--- config.mk ---
export PLATFORM = sky130hd
export DESIGN_NAME = ram_bus_master
export DESIGN_NICKNAME = d
export VERILOG_FILES = /design/src/rtl/ram_bus_master_pkg.sv /design/src/rtl/ram_burst_addr_gen.sv /design/src/rtl/ram_bus_master.sv
export SDC_FILE = /design/constraint.sdc
export NUM_CORES = 1
export LEC_CHECK = 0
export ABC_AREA = 1
export CAP_MARGIN = 20
export CORE_MARGIN = 5
export CORE_UTILIZATION = 47
export DETAILED_ROUTE_END_ITERATION = 8
export PLACE_DENSITY = 0.8
export SLEW_MARGIN = 10
export SYNTH_ARGS = -nofsm -noshare
export SYNTH_HDL_FRONTEND = slang
export SYNTH_SLANG_ARGS = --single-unit
--- constraint.sdc ---
create_clock -name clk_system -period 2.2 [get_ports clk_system]
set_input_delay 0.33 -clock clk_system [delete_from_list [all_inputs] [get_ports clk_system]]
set_output_delay 0.33 -clock clk_system [all_outputs]
set_load 0.03 [all_outputs]
--- src/rtl/ram_bus_master_pkg.sv ---
// Shared definitions for the RAM bus master: parameter defaults and FSM state encoding.
// IDLE is encoded as zero so a cleared state register is always a legal idle state.
package ram_bus_master_pkg;

  localparam int DEF_ADDR_W     = 8;
  localparam int DEF_DATA_W     = 8;
  localparam int DEF_LEN_W      = 4;
  localparam int DEF_RD_LATENCY = 1;

  typedef enum logic [2:0] {
    ST_IDLE     = 3'd0,
    ST_WR_WAIT  = 3'd1,
    ST_WR_PULSE = 3'd2,
    ST_RD_PULSE = 3'd3,
    ST_RD_WAIT  = 3'd4,
    ST_RD_RSP   = 3'd5
  } state_e;

endpackage

--- src/rtl/ram_burst_addr_gen.sv ---
// Burst address generator: loadable address register plus remaining-beat down-counter.
// o_last is high while the current beat is the final one of the burst.
module ram_burst_addr_gen #(
  parameter int ADDR_W = 8,
  parameter int LEN_W  = 4
) (
  input  logic              clk,
  input  logic              rst_n,
  input  logic              i_load,
  input  logic              i_step,
  input  logic [ADDR_W-1:0] i_addr,
  input  logic [LEN_W-1:0]  i_len,
  output logic [ADDR_W-1:0] o_addr,
  output logic              o_last
);

  logic [ADDR_W-1:0] r_addr;
  logic [LEN_W-1:0]  r_remain;

  // NOTE: state registers use non-blocking assignment so every flop samples pre-edge values.
  always_ff @(posedge clk or negedge rst_n) begin
    if (!rst_n) begin
      r_addr   <= '0;
      r_remain <= '0;
    end else if (i_load) begin
      r_addr   <= i_addr;
      r_remain <= i_len;
    end else if (i_step) begin
      // Address wraps naturally at 2**ADDR_W.
      r_addr   <= r_addr + ADDR_W'(1);
      r_remain <= r_remain - LEN_W'(1);
    end
  end

  assign o_addr = r_addr;
  assign o_last = (r_remain == '0);

endmodule

--- src/rtl/ram_bus_master.sv ---
// Burst initiator for the on-chip RAM port: converts commands into single-outstanding
// RAM write/read pulses, with a write-data input stream and a read-response output stream.
module ram_bus_master
  import ram_bus_master_pkg::*;
#(
  parameter int ADDR_W     = DEF_ADDR_W,
  parameter int DATA_W     = DEF_DATA_W,
  parameter int LEN_W      = DEF_LEN_W,
  parameter int RD_LATENCY = DEF_RD_LATENCY
) (
  input  logic              clk_system,
  input  logic              reset_n,
  input  logic              cmd_valid,
  output logic              cmd_ready,
  input  logic              cmd_write,
  input  logic [ADDR_W-1:0] cmd_addr,
  input  logic [LEN_W-1:0]  cmd_len,
  input  logic              wdata_valid,
  output logic              wdata_ready,
  input  logic [DATA_W-1:0] wdata,
  output logic              rsp_valid,
  input  logic              rsp_ready,
  output logic [DATA_W-1:0] rsp_data,
  output logic              rsp_last,
  output logic              cmd_done,
  output logic [ADDR_W-1:0] ram_rd_addr,
  output logic              ram_rd,
  output logic [ADDR_W-1:0] ram_wr_addr,
  output logic              ram_wr,
  output logic [DATA_W-1:0] ram_wr_data,
  input  logic [DATA_W-1:0] ram_rd_data
);

  localparam int                LAT_W    = (RD_LATENCY < 2) ? 1 : $clog2(RD_LATENCY);
  localparam logic [LAT_W-1:0]  LAST_LAT = LAT_W'(RD_LATENCY - 1);

  logic [1:0]        r_rst_sync;
  logic              w_rst_n;

  state_e            r_state;
  state_e            w_state_nxt;
  logic [LAT_W-1:0]  r_lat_cnt;
  logic [LAT_W-1:0]  w_lat_cnt_nxt;

  logic              w_load;
  logic              w_step;
  logic [ADDR_W-1:0] w_addr;
  logic              w_last;

  logic              w_cmd_ready_nxt;
  logic              w_wdata_ready_nxt;
  logic              w_rsp_valid_nxt;
  logic [DATA_W-1:0] w_rsp_data_nxt;
  logic              w_rsp_last_nxt;
  logic              w_cmd_done_nxt;
  logic [ADDR_W-1:0] w_ram_rd_addr_nxt;
  logic              w_ram_rd_nxt;
  logic [ADDR_W-1:0] w_ram_wr_addr_nxt;
  logic              w_ram_wr_nxt;
  logic [DATA_W-1:0] w_ram_wr_data_nxt;

  // Reset asserts asynchronously and releases on a clock edge after two flops.
  always_ff @(posedge clk_system or negedge reset_n) begin
    if (!reset_n) r_rst_sync <= 2'b00;
    else          r_rst_sync <= {r_rst_sync[0], 1'b1};
  end

  assign w_rst_n = r_rst_sync[1];

  ram_burst_addr_gen #(
    .ADDR_W (ADDR_W),
    .LEN_W  (LEN_W)
  ) u_addr_gen (
    .clk    (clk_system),
    .rst_n  (w_rst_n),
    .i_load (w_load),
    .i_step (w_step),
    .i_addr (cmd_addr),
    .i_len  (cmd_len),
    .o_addr (w_addr),
    .o_last (w_last)
  );

  // NOTE: every signal gets a default before the case so no path can infer a latch.
  always_comb begin
    w_state_nxt       = r_state;
    w_lat_cnt_nxt     = r_lat_cnt;
    w_load            = 1'b0;
    w_step            = 1'b0;
    w_rsp_data_nxt    = rsp_data;
    w_rsp_last_nxt    = rsp_last;
    w_cmd_done_nxt    = 1'b0;
    w_ram_rd_addr_nxt = '0;
    w_ram_rd_nxt      = 1'b0;
    w_ram_wr_addr_nxt = '0;
    w_ram_wr_nxt      = 1'b0;
    w_ram_wr_data_nxt = '0;

    unique case (r_state)
      ST_IDLE: begin
        if (cmd_valid && cmd_ready) begin
          w_load = 1'b1;
          if (cmd_write) begin
            w_state_nxt = ST_WR_WAIT;
          end else begin
            w_state_nxt       = ST_RD_PULSE;
            w_ram_rd_nxt      = 1'b1;
            w_ram_rd_addr_nxt = cmd_addr;
          end
        end
      end

      ST_WR_WAIT: begin
        if (wdata_valid && wdata_ready) begin
          w_state_nxt       = ST_WR_PULSE;
          w_ram_wr_nxt      = 1'b1;
          w_ram_wr_addr_nxt = w_addr;
          w_ram_wr_data_nxt = wdata;
        end
      end

      ST_WR_PULSE: begin
        w_step = 1'b1;
        if (w_last) begin
          w_cmd_done_nxt = 1'b1;
          w_state_nxt    = ST_IDLE;
        end else begin
          w_state_nxt    = ST_WR_WAIT;
        end
      end

      ST_RD_PULSE: begin
        w_state_nxt       = ST_RD_WAIT;
        w_lat_cnt_nxt     = '0;
        w_ram_rd_addr_nxt = w_addr;
      end

      ST_RD_WAIT: begin
        if (r_lat_cnt == LAST_LAT) begin
          w_state_nxt    = ST_RD_RSP;
          w_rsp_data_nxt = ram_rd_data;
          w_rsp_last_nxt = w_last;
        end else begin
          w_lat_cnt_nxt     = r_lat_cnt + LAT_W'(1);
          w_ram_rd_addr_nxt = w_addr;
        end
      end

      ST_RD_RSP: begin
        if (rsp_valid && rsp_ready) begin
          w_step         = 1'b1;
          w_rsp_data_nxt = '0;
          w_rsp_last_nxt = 1'b0;
          if (w_last) begin
            w_cmd_done_nxt = 1'b1;
            w_state_nxt    = ST_IDLE;
          end else begin
            // The generator steps on this same edge, so issue the following address directly.
            w_state_nxt       = ST_RD_PULSE;
            w_ram_rd_nxt      = 1'b1;
            w_ram_rd_addr_nxt = w_addr + ADDR_W'(1);
          end
        end
      end

      default: w_state_nxt = ST_IDLE;
    endcase

    w_cmd_ready_nxt   = (w_state_nxt == ST_IDLE);
    w_wdata_ready_nxt = (w_state_nxt == ST_WR_WAIT);
    w_rsp_valid_nxt   = (w_state_nxt == ST_RD_RSP);
  end

  always_ff @(posedge clk_system or negedge w_rst_n) begin
    if (!w_rst_n) begin
      r_state     <= ST_IDLE;
      r_lat_cnt   <= '0;
      cmd_ready   <= 1'b0;
      wdata_ready <= 1'b0;
      rsp_valid   <= 1'b0;
      rsp_data    <= '0;
      rsp_last    <= 1'b0;
      cmd_done    <= 1'b0;
      ram_rd_addr <= '0;
      ram_rd      <= 1'b0;
      ram_wr_addr <= '0;
      ram_wr      <= 1'b0;
      ram_wr_data <= '0;
    end else begin
      r_state     <= w_state_nxt;
      r_lat_cnt   <= w_lat_cnt_nxt;
      cmd_ready   <= w_cmd_ready_nxt;
      wdata_ready <= w_wdata_ready_nxt;
      rsp_valid   <= w_rsp_valid_nxt;
      rsp_data    <= w_rsp_data_nxt;
      rsp_last    <= w_rsp_last_nxt;
      cmd_done    <= w_cmd_done_nxt;
      ram_rd_addr <= w_ram_rd_addr_nxt;
      ram_rd      <= w_ram_rd_nxt;
      ram_wr_addr <= w_ram_wr_addr_nxt;
      ram_wr      <= w_ram_wr_nxt;
      ram_wr_data <= w_ram_wr_data_nxt;
    end
  end

endmodule

==> key figures, run 1 <==
Outcome
  – Outcome: finished, final reports clean

Power
  – Sequential Power Share: 39.7%
  – VDD IR max: 734 uV
  – Design Power: between 3 and 4 mW
  – Combinational share of power: 44.9%
  – Cell area power density: 1150 nW/um^2
  – Switching share of power: 42.0%
  – Total leakage power: around 1.7 nW
  – Switching pwr: 1.62 mW
  – Clk pwr share: 15.4%
  – P_int: 2.24 mW

Drt
  – Starting DRT DRC Count: 180
  – Remaining DRCs: 0
  – TritonRoute pass-1 iters: 4
  – Post-DRT Antenna Nets: 0
  – WL/cell: 13.8 microns
  – Final WL: 5.86 mm
  – Number of vias per cell: approximately 4.8
  – Via count: between 2000 and 2500

Yosys
  – Mean Syn Cell Area: just under 9 sq um
  – Seq/Total Area, Yosys: 56.7%
  – YS warnings: 0
  – Synth unique cells: 26
  – Post-synth ARST share: 100%
  – Cells after Synth: 279
  – Synth Flop Type: dfrtp_1
  – Mapped cell area: about 2500 sq um
  – Post-Syn Nets: 315
  – Synth Register Bits: 56
  – Post-synth EDFFs: 0

Global route
  – First-pass GRT wire length: approximately 9.5 mm
  – Met3 Use GR: 2.93%
  – Vias in the first global route: about 2000
  – Largest net degree at the start of global routing: 55
  – Met1 Use GR: 24.9%
  – Initial antenna violation count: 0
  – Met2 Usage GRT: between 30% and 40%
  – Overflow after GRT: 0
  – GR peak layer: met2
  – Total track usage: between 10% and 20%

Clocking
  – Worst-path clk slew: roughly 0.090 ns
  – Hold buffer count at CTS: 0
  – CTS tree: built
  – TritonCTS Buffers: 5
  – Root Buffer: clkbuf_8
  – Post-CTS setup buffer count: 0
  – Clock buffer depth: 2
  – CTS resizes: 0
  – Number of H-tree levels: 2
  – Clock latency on the worst-skew pair: 0.31 ns
  – # clock sinks: 56

STA
  – Worst-Margin Slew: 0.634 ns
  – Slew headroom: 57.5%
  – Tmin final: around 1.7 ns
  – Worst Skew: 0.0106 ns
  – Post-route setup TNS: 0 ns
  – Fmax: 0.585 GHz
  – Final Hold Vio Count: 0
  – Slew Limit Fails: 0
  – Final period utilization: a little under 80%
  – Fin worst setup slack: between 0.4 and 0.5 ns
  – # setup viols final: 0
  – RSZ-0062 raised after global routing: no

Floorplanning
  – Die width: 82.5 microns
  – Starting Density: about half
  – Die span in y: 82.5 microns
  – # IOs: between 70 and 80
  – Core area: 5110 sq um
  – Die area: 6810 sq um
  – FP Rows: 26

Finish
  – Layout Area Growth over Synthesis: 36.2%
  – Ant diodes: 0
  – Nets: 390
  – Share of cells above drive strength 1: approximately 8.5%

Setup path
  – Data arrival, critical path: 1.38 ns
  – CP cell instances: clkdlybuf4s50_1
  – Worst Path Buf+Inv: 1
  – WS Path Type: reg2out
  – Critical Path RT: 1.87 ns
  – CP Launch Type: register
  – CP max stage delay: slightly below 0.7 ns
  – CP delay by family, top: buffers and inverters
  – Critical path endpoint category: primary output
  – Crit-path max FO: 2
  – CP max-delay cell: clkdlybuf4s50_1

Placement
  – Dpl hpwl: between 4 and 5 mm
  – IO Port Bufs: 72
  – Gpl congestion: 0.837
  – Dpl ws: 0.351 ns

Min path
  – Worst min-delay path class: in2async

Run
  – Max Cap Viol: 0
[final timing paths]
path                                from              to  slack, ns  cells past startpoint
min in group clk_system    r_rst_sync[0]   r_rst_sync[1]       0.36                      0
hold reg to reg            r_rst_sync[1]  ram_wr_data[7]       0.26                      1
max in group asynchronous  r_rst_sync[1]  ram_wr_data[4]       1.70                      1
hold / removal                   reset_n   r_rst_sync[0]       0.18                      1
setup / recovery               cmd_ready       cmd_ready       0.49                      1
setup reg to reg              r_state[1]     wdata_ready       0.53                      7
[registers in the layout, indices dropped and copies added (netlist names)]
| signal | cells |
|---|---|
| u_addr_gen.o_addr | 8 |
| u_addr_gen.r_remain | 4 |
| ram_rd_addr | 8 |
| rsp_last | 1 |
| ram_rd | 1 |
| r_rst_sync | 2 |
| rsp_data | 8 |
| r_state | 3 |
| cmd_done | 1 |
| wdata_ready | 1 |
| ram_wr_addr | 8 |
| cmd_ready | 1 |
| ram_wr_data | 8 |
| ram_wr | 1 |
| rsp_valid | 1 |
[routing by layer]
layer / up-vias / wire length (microns)
met5: - / 0
met4: 0 / 51
met3: 4 / 312
met2: 60 / 2970
met1: 969 / 2530
li1: 1017 / -
[final cells by class]
| class | instances | area (sq um) |
|---|---|---|
| clock buffers | 7 | 96.3 |
| inverters | 40 | 150 |
| flip-flops and latches | 56 | 1400 |
| repair buffers | 73 | 741 |
| well taps | 70 | 87.6 |
| fillers | 414 | 1740 |
| multi-input cells | 178 | 892 |
[synthesized netlist by cell type (4+ instances only)]
cell type	number	area, sq um
inv_1	34	128
dfrtp_1	56	1400
a22oi_1	4	30.0
nand2_1	77	289
nor2_1	25	93.8
nand3_1	34	170
nor2_2	4	25.0
inv_2	6	22.5
o21ai_1	4	20.0
xor2_1	4	35.0
o21ai_0	5	25.0
[power groups by stage]
stage / Sequential, mW / Clock [mW] / Combinational, mW
CTS: 1.53 / 0.604 / 1.74
detailed placement: 1.54 / 0 / 1.73
global route: 1.57 / 0.656 / 1.90
global placement: 1.53 / 0 / 1.68
floorplan: 1.81 / 0 / 0.863
finish: 1.54 / 0.594 / 1.73
[cell usage in the layout (no fill, tap or decap), drive strengths merged]
master / n
nand4: 2
dfrtp: 56
o21a: 1
ha: 2
inv: 40
conb: 1
clkbuf: 7
a22oi: 4
nand3: 36
xnor2: 1
nor3: 1
o21ai: 9
nor2: 31
nand2: 82
o211ai: 4
buf: 1
clkdlybuf4s50: 72
xor2: 4
[per-stage QoR]
stage / area, sq um / util [%] / hold slack, ns / instances
2_1_floorplan: 2470 / - / 0.0344 / 279
3_3_place_gp: 3270 / 64.1 / 0.265 / 417
3_5_place_dp: 3270 / 64.1 / 0.269 / 417
4_1_cts: 3370 / 66.0 / 0.180 / 424
5_1_grt: 3370 / 66.0 / 0.180 / 424
6_report: 3370 / 66.0 / 0.181 / 424
[cell families after synthesis]
logic type               after synthesis  share of synthesized area, %
adder cells (fa/ha/maj)                2                          1.01
flip-flops                            56                          56.7
buffers and inverters                 45                          7.28
AO/OA/AOI/OAI                         18                          4.75
AND/OR/NAND/NOR                      152                          28.4
other                                  1                         0.152
XOR/XNOR                               5                          1.77
Note: power is estimated with default switching activity, not from simulation.
==> run 2, diff against run 1 <==
- clock period: 2.2 -> 1.6 ns (I/O delays scaled with it)
==> run 2 against run 1 <==
Core utilization rose by 1.9 points. First-iteration DRC count is 38% higher. Sequential power rose by 36%. Routed wire length decreased by 2.6%. Non-clock buffer count grew 8. Clock skew increased by 0.00051 ns. Register-to-register slack worse by 0.38 ns. Global-route usage up 0.079 points.
==> key figures, run 2 (synthesized netlist as in run 1, its figures left out) <==
Setup path
  – WS Path Type: reg2out
  – Worst Path Buf+Inv: 1
  – FF-to-FF End: u_addr_gen.r_remain[2]
  – CP cell instances: clkdlybuf4s50_1
  – Crit-path max FO: 1
  – CP max-delay cell: clkdlybuf4s50_1
  – CP delay by family, top: buffers and inverters
  – Critical Path RT: 1.36 ns
  – CP max stage delay: 0.67 ns
  – Critical path endpoint category: primary output
  – Data arrival, critical path: 1.32 ns
  – R2R cell count: 7
  – R2R Path Start: r_state[1]
  – FF-to-FF setup slack: 0.15 ns
  – CP Launch Type: register

STA
  – Post-route setup TNS: 0 ns
  – Final period utilization: 97.7%
  – Worst Skew: approximately 0.011 ns
  – Slew Limit Fails: 0
  – Fmax: 0.640 GHz
  – RSZ-0062 raised after global routing: no
  – # setup viols final: 0
  – Final Hold Vio Count: 0
  – Tmin final: 1.56 ns

Floorplanning
  – Core area: 5110 sq um
  – Die width: 82.5 microns
  – Die area: 6810 sq um
  – Starting Density: 48.4%
  – Die span in y: slightly above 80 microns
  – FP Rows: 26
  – # IOs: 73

Global route
  – Total track usage: 18.4%
  – Largest net degree at the start of global routing: 55
  – First-pass GRT wire length: 9.52 mm
  – Initial antenna violation count: 0
  – Vias in the first global route: between 2000 and 2500
  – Overflow after GRT: 0

Clocking
  – TritonCTS Buffers: 5
  – Clock latency on the worst-skew pair: 0.31 ns
  – Clock buffer depth: 2
  – CTS tree: built
  – # clock sinks: 56
  – Number of H-tree levels: 2
  – Hold buffer count at CTS: 0
  – Worst-path clk slew: 0.09 ns
  – Root Buffer: clkbuf_8
  – Post-CTS setup buffer count: 0

Drt
  – Via count: roughly 2100
  – Final WL: 5.71 mm
  – WL/cell: roughly 13 microns
  – Post-DRT Antenna Nets: 0
  – Remaining DRCs: 0
  – TritonRoute pass-1 iters: 4
  – Starting DRT DRC Count: between 200 and 250
  – Number of vias per cell: 4.82

Power
  – Total leakage power: 2.04 nW
  – Cell area power density: 1520 nW/um^2
  – VDD IR max: roughly 700 uV

Placement
  – Gpl congestion: 0.866
  – Dpl hpwl: 4.14 mm
  – IO Port Bufs: 72
  – DP Cell Count: 425

Finish
  – Share of cells above drive strength 1: between 10% and 20%
  – Ant diodes: 0
  – Cell Count, Final, Fillers Out: 433
  – Most common cell after layout, fill and taps aside: nand2_1
  – Most frequent cells in the layout: nand2_1 (77), dfrtp_1 (55), clkdlybuf4s50_1 (52)
  – Nets: 398
  – Layout Area Growth over Synthesis: 40.2%

Run
  – Max Cap Viol: 0

Min path
  – Worst min-delay path class: in2async

Outcome
  – Outcome: finished, final reports clean
## run 2: where the power goes
group          switching, mW  internal [mW]  leakage [nW]  total (mW)
registers              0.287           1.80         0.739        2.09
logic                   1.48          0.906          1.25        2.39
clock network          0.445          0.346        0.0510       0.792
## run 2: metrics by stage
step                instance area [sq um]  power [mW]  setup slack [ns]  hold slack (ns)  util [%]
floorplan                            2470        3.68             0.246          -0.0556         -
global placement                     3330        4.46            0.0373            0.268      65.3
detailed placement                   3330        4.54           -0.0181            0.270      65.3
CTS                                  3420        5.33           0.00152           0.0833      67.0
global route                         3470        5.66          0.000920           0.0934      67.9
finish                               3470        5.27            0.0370           0.0886      67.9
## run 2: metal layers
layer  track usage, %  share of wire [%]  up-vias
met2             29.9                 49       70
met4             7.03                1.5        0
met5                0                  0        -
li1                 -                  -     1037
met3             3.69                6.9        9
met1             24.2                 43      973
## run 2: repair_timing
action / in CTS / in global routing
resized for setup: 2 / 18
cloned: 0 / 0
endpoints found under the hold margin: 0 / 0
setup endpoints to repair: 2 / 18
## run 2: layout make-up
class / count / area, sq um
well taps: 70 / 87.6
multi-input cells: 178 / 892
repair buffers: 81 / 843
clock buffers: 6 / 82.6
inverters: 40 / 150
clock inverters: 2 / 10.0
fillers: 415 / 1640
flip-flops and latches: 56 / 1400
## run 2: how the worst max path moves through the flow
| stage | startpoint | end | slack, ns | depth (start not counted) |
|---|---|---|---|---|
| after detailed placement | cmd_valid | ram_rd_addr[0] | -0.02 | 7 |
| after floorplan | rsp_valid | cmd_ready | 0.25 | 7 |
| after global placement | cmd_valid | ram_rd_addr[0] | 0.04 | 7 |
| final | ram_wr_data[1] | ram_wr_data[1] | 0.04 | 1 |
| after CTS | rsp_data[4] | rsp_data[4] | 0.002 | 1 |
| after global routing | ram_rd_addr[7] | ram_rd_addr[7] | 0.0009 | 1 |
==> run 3, diff against run 2 <==
- CORE_UTILIZATION: 47 -> 45
- PLACE_DENSITY: 0.8 -> 0.77
==> run 3 against run 2 <==
Die area is 3.9% higher. Clock power up 16%. Flip-flop and latch count unchanged. Critical endpoint is now rsp_data[5]. Sequential power about the same. Cell area is 1.3% higher. Global-route usage decreased by 1.9 points. Sequential share of layout area fell by 0.53 points. Setup slack worse by 0.0061 ns. Critical path depth did not move. Clock skew is 0.0036 ns lower.
==> key figures, run 3 (synthesized netlist as in run 1, its figures left out) <==
Finish
  – Nets: 400
  – Most frequent cells in the layout: nand2_1 (77), dfrtp_1 (55), clkdlybuf4s50_1 (53)
  – Share of cells above drive strength 1: 11.2%
  – Cell Count, Final, Fillers Out: 437
  – Layout Area Growth over Synthesis: 42.1%
  – Fillers: 455
  – Most common cell after layout, fill and taps aside: nand2_1
  – Ant diodes: 0

Drt
  – WL/cell: 12.8 microns
  – Number of vias per cell: 4.73
  – TritonRoute pass-1 iters: 4
  – Starting DRT DRC Count: ~150
  – Post-DRT Antenna Nets: 0
  – Via count: 2069
  – Remaining DRCs: 0
  – Final WL: 5.59 mm

Global route
  – Largest net degree at the start of global routing: 55
  – Total track usage: around 17%
  – Met1 Use GR: 21.7%
  – First-pass GRT wire length: between 9 and 10 mm
  – Met2 Usage GRT: 27.1%
  – Overflow after GRT: 0
  – Initial antenna violation count: 0
  – GR peak layer: met2
  – Vias in the first global route: between 2000 and 2500
  – Met3 Use GR: under 10%

Floorplanning
  – Die span in y: 84.1 microns
  – FP Rows: 27
  – Die area: 7080 sq um
  – # IOs: 73
  – Die width: 84.1 microns
  – Starting Density: 45.5%
  – Core area: 5440 sq um

Setup path
  – Data arrival, critical path: 1.33 ns
  – CP max-delay cell: clkdlybuf4s50_1
  – Critical Path RT: 1.36 ns
  – Critical path endpoint category: primary output
  – CP max stage delay: 0.67 ns
  – WS Path Type: reg2out
  – Worst Path Buf+Inv: 1
  – CP Launch Type: register
  – CP delay by family, top: buffers and inverters
  – CP cell instances: clkdlybuf4s50_1
  – Crit-path max FO: 2

Outcome
  – Outcome: finished, final reports clean

Placement
  – IO Port Bufs: 72
  – Dpl ws: -0.0552 ns
  – Dpl hpwl: 4.15 mm
  – Gpl congestion: 0.880
  – DP Cell Count: 429

STA
  – Hold Worst Slack: 0.0861 ns
  – Fmax: around 0.64 GHz
  – Fin worst setup slack: 0.0309 ns
  – Tmin final: 1.57 ns
  – Final period utilization: between 90% and 100%
  – RSZ-0062 raised after global routing: no
  – # setup viols final: 0
  – Worst Skew: 0.00750 ns
  – Slew Limit Fails: 0
  – Final Hold Vio Count: 0

Power
  – Cell area power density: about 1500 nW/um^2
  – Design Power: 5.41 mW
  – Total leakage power: 2.05 nW
  – VDD IR max: 775 uV

Clocking
  – Root Buffer: clkbuf_8
  – CTS tree: built
  – Clock latency on the worst-skew pair: 0.31 ns
  – Hold buffer count at CTS: 0
  – Worst-path clk slew: 0.09 ns
  – TritonCTS Buffers: 5
  – # clock sinks: 56
  – Number of H-tree levels: 2
  – Clock buffer depth: 2

Run
  – Max Cap Viol: 0

Min path
  – Worst min-delay path class: in2async
-- run 3: cell types whose count changed in the layout (fill, tap and decap cells not counted), sizes merged --
| cell | change |
|---|---|
| clkdlybuf4s50 | +1 |
| clkbuf | -1 |
| buf | +2 |
| dlymetal6s2s | -1 |
| clkinvlp | +1 |
| bufinv | +1 |
| clkinv | -1 |
-- run 3: area by class of cell --
class                           count  area [sq um]  share of cell area [%]
Sequential cell                    56          1400                    39.9
Multi-Input combinational cell    178           892                    25.4
Inverter                           40           150                    4.27
Clock buffer                        5          68.8                    1.96
Tap cell                           72          90.1                    2.56
Timing Repair Buffer               83           868                    24.7
Clock inverter                      3          42.5                    1.21
-- run 3: routing by layer --
| layer | up-vias | share of wire [%] |
|---|---|---|
| met5 | - | 0 |
| met4 | 0 | 1.6 |
| met3 | 8 | 6.5 |
| met2 | 72 | 50 |
| met1 | 956 | 42 |
| li1 | 1033 | - |
-- run 3: power by group --
group	internal, mW	switching, mW
Combinational	0.931	1.48
Clock	0.463	0.454
Sequential	1.80	0.286
-- run 3: final timing paths --
kind | slack, ns | from | cells past startpoint | to
max | 0.03 | rsp_data[5] | 1 | rsp_data[5]
min | 0.09 | reset_n | 1 | r_rst_sync[0]
max reg2reg | 0.23 | u_addr_gen.r_remain[0] | 8 | ram_rd_addr[1]
min reg2reg | 0.25 | r_rst_sync[1] | 1 | u_addr_gen.r_remain[1]
max in group asynchronous | 1.10 | r_rst_sync[1] | 1 | rsp_data[2]
min in group clk_system | 0.36 | r_rst_sync[0] | 0 | r_rst_sync[1]
-- run 3: per-stage QoR --
stage | TNS [ns] | util [%] | cell area [sq um]
2_1_floorplan | 0 | - | 2470
3_3_place_gp | 0 | 61.8 | 3360
3_5_place_dp | -0.0836 | 61.8 | 3360
4_1_cts | 0 | 63.8 | 3470
5_1_grt | 0 | 64.6 | 3510
6_report | 0 | 64.6 | 3510
-- run 3: worst reg2reg max path, cell delays in order (launching register included) --
cell and delay [ns]:
dfrtp_1 0.38, inv_1 0.09, ha_1 0.19, nand3_1 0.12
nand2_1 0.11, nor2_2 0.06, buf_4 0.15, nand2_1 0.05
o211ai_1 0.10
-- run 3: what timing repair did --
action	CTS	global route
gates resized for setup	2	17
endpoints found under the setup margin	2	17
buffers inserted	0	0
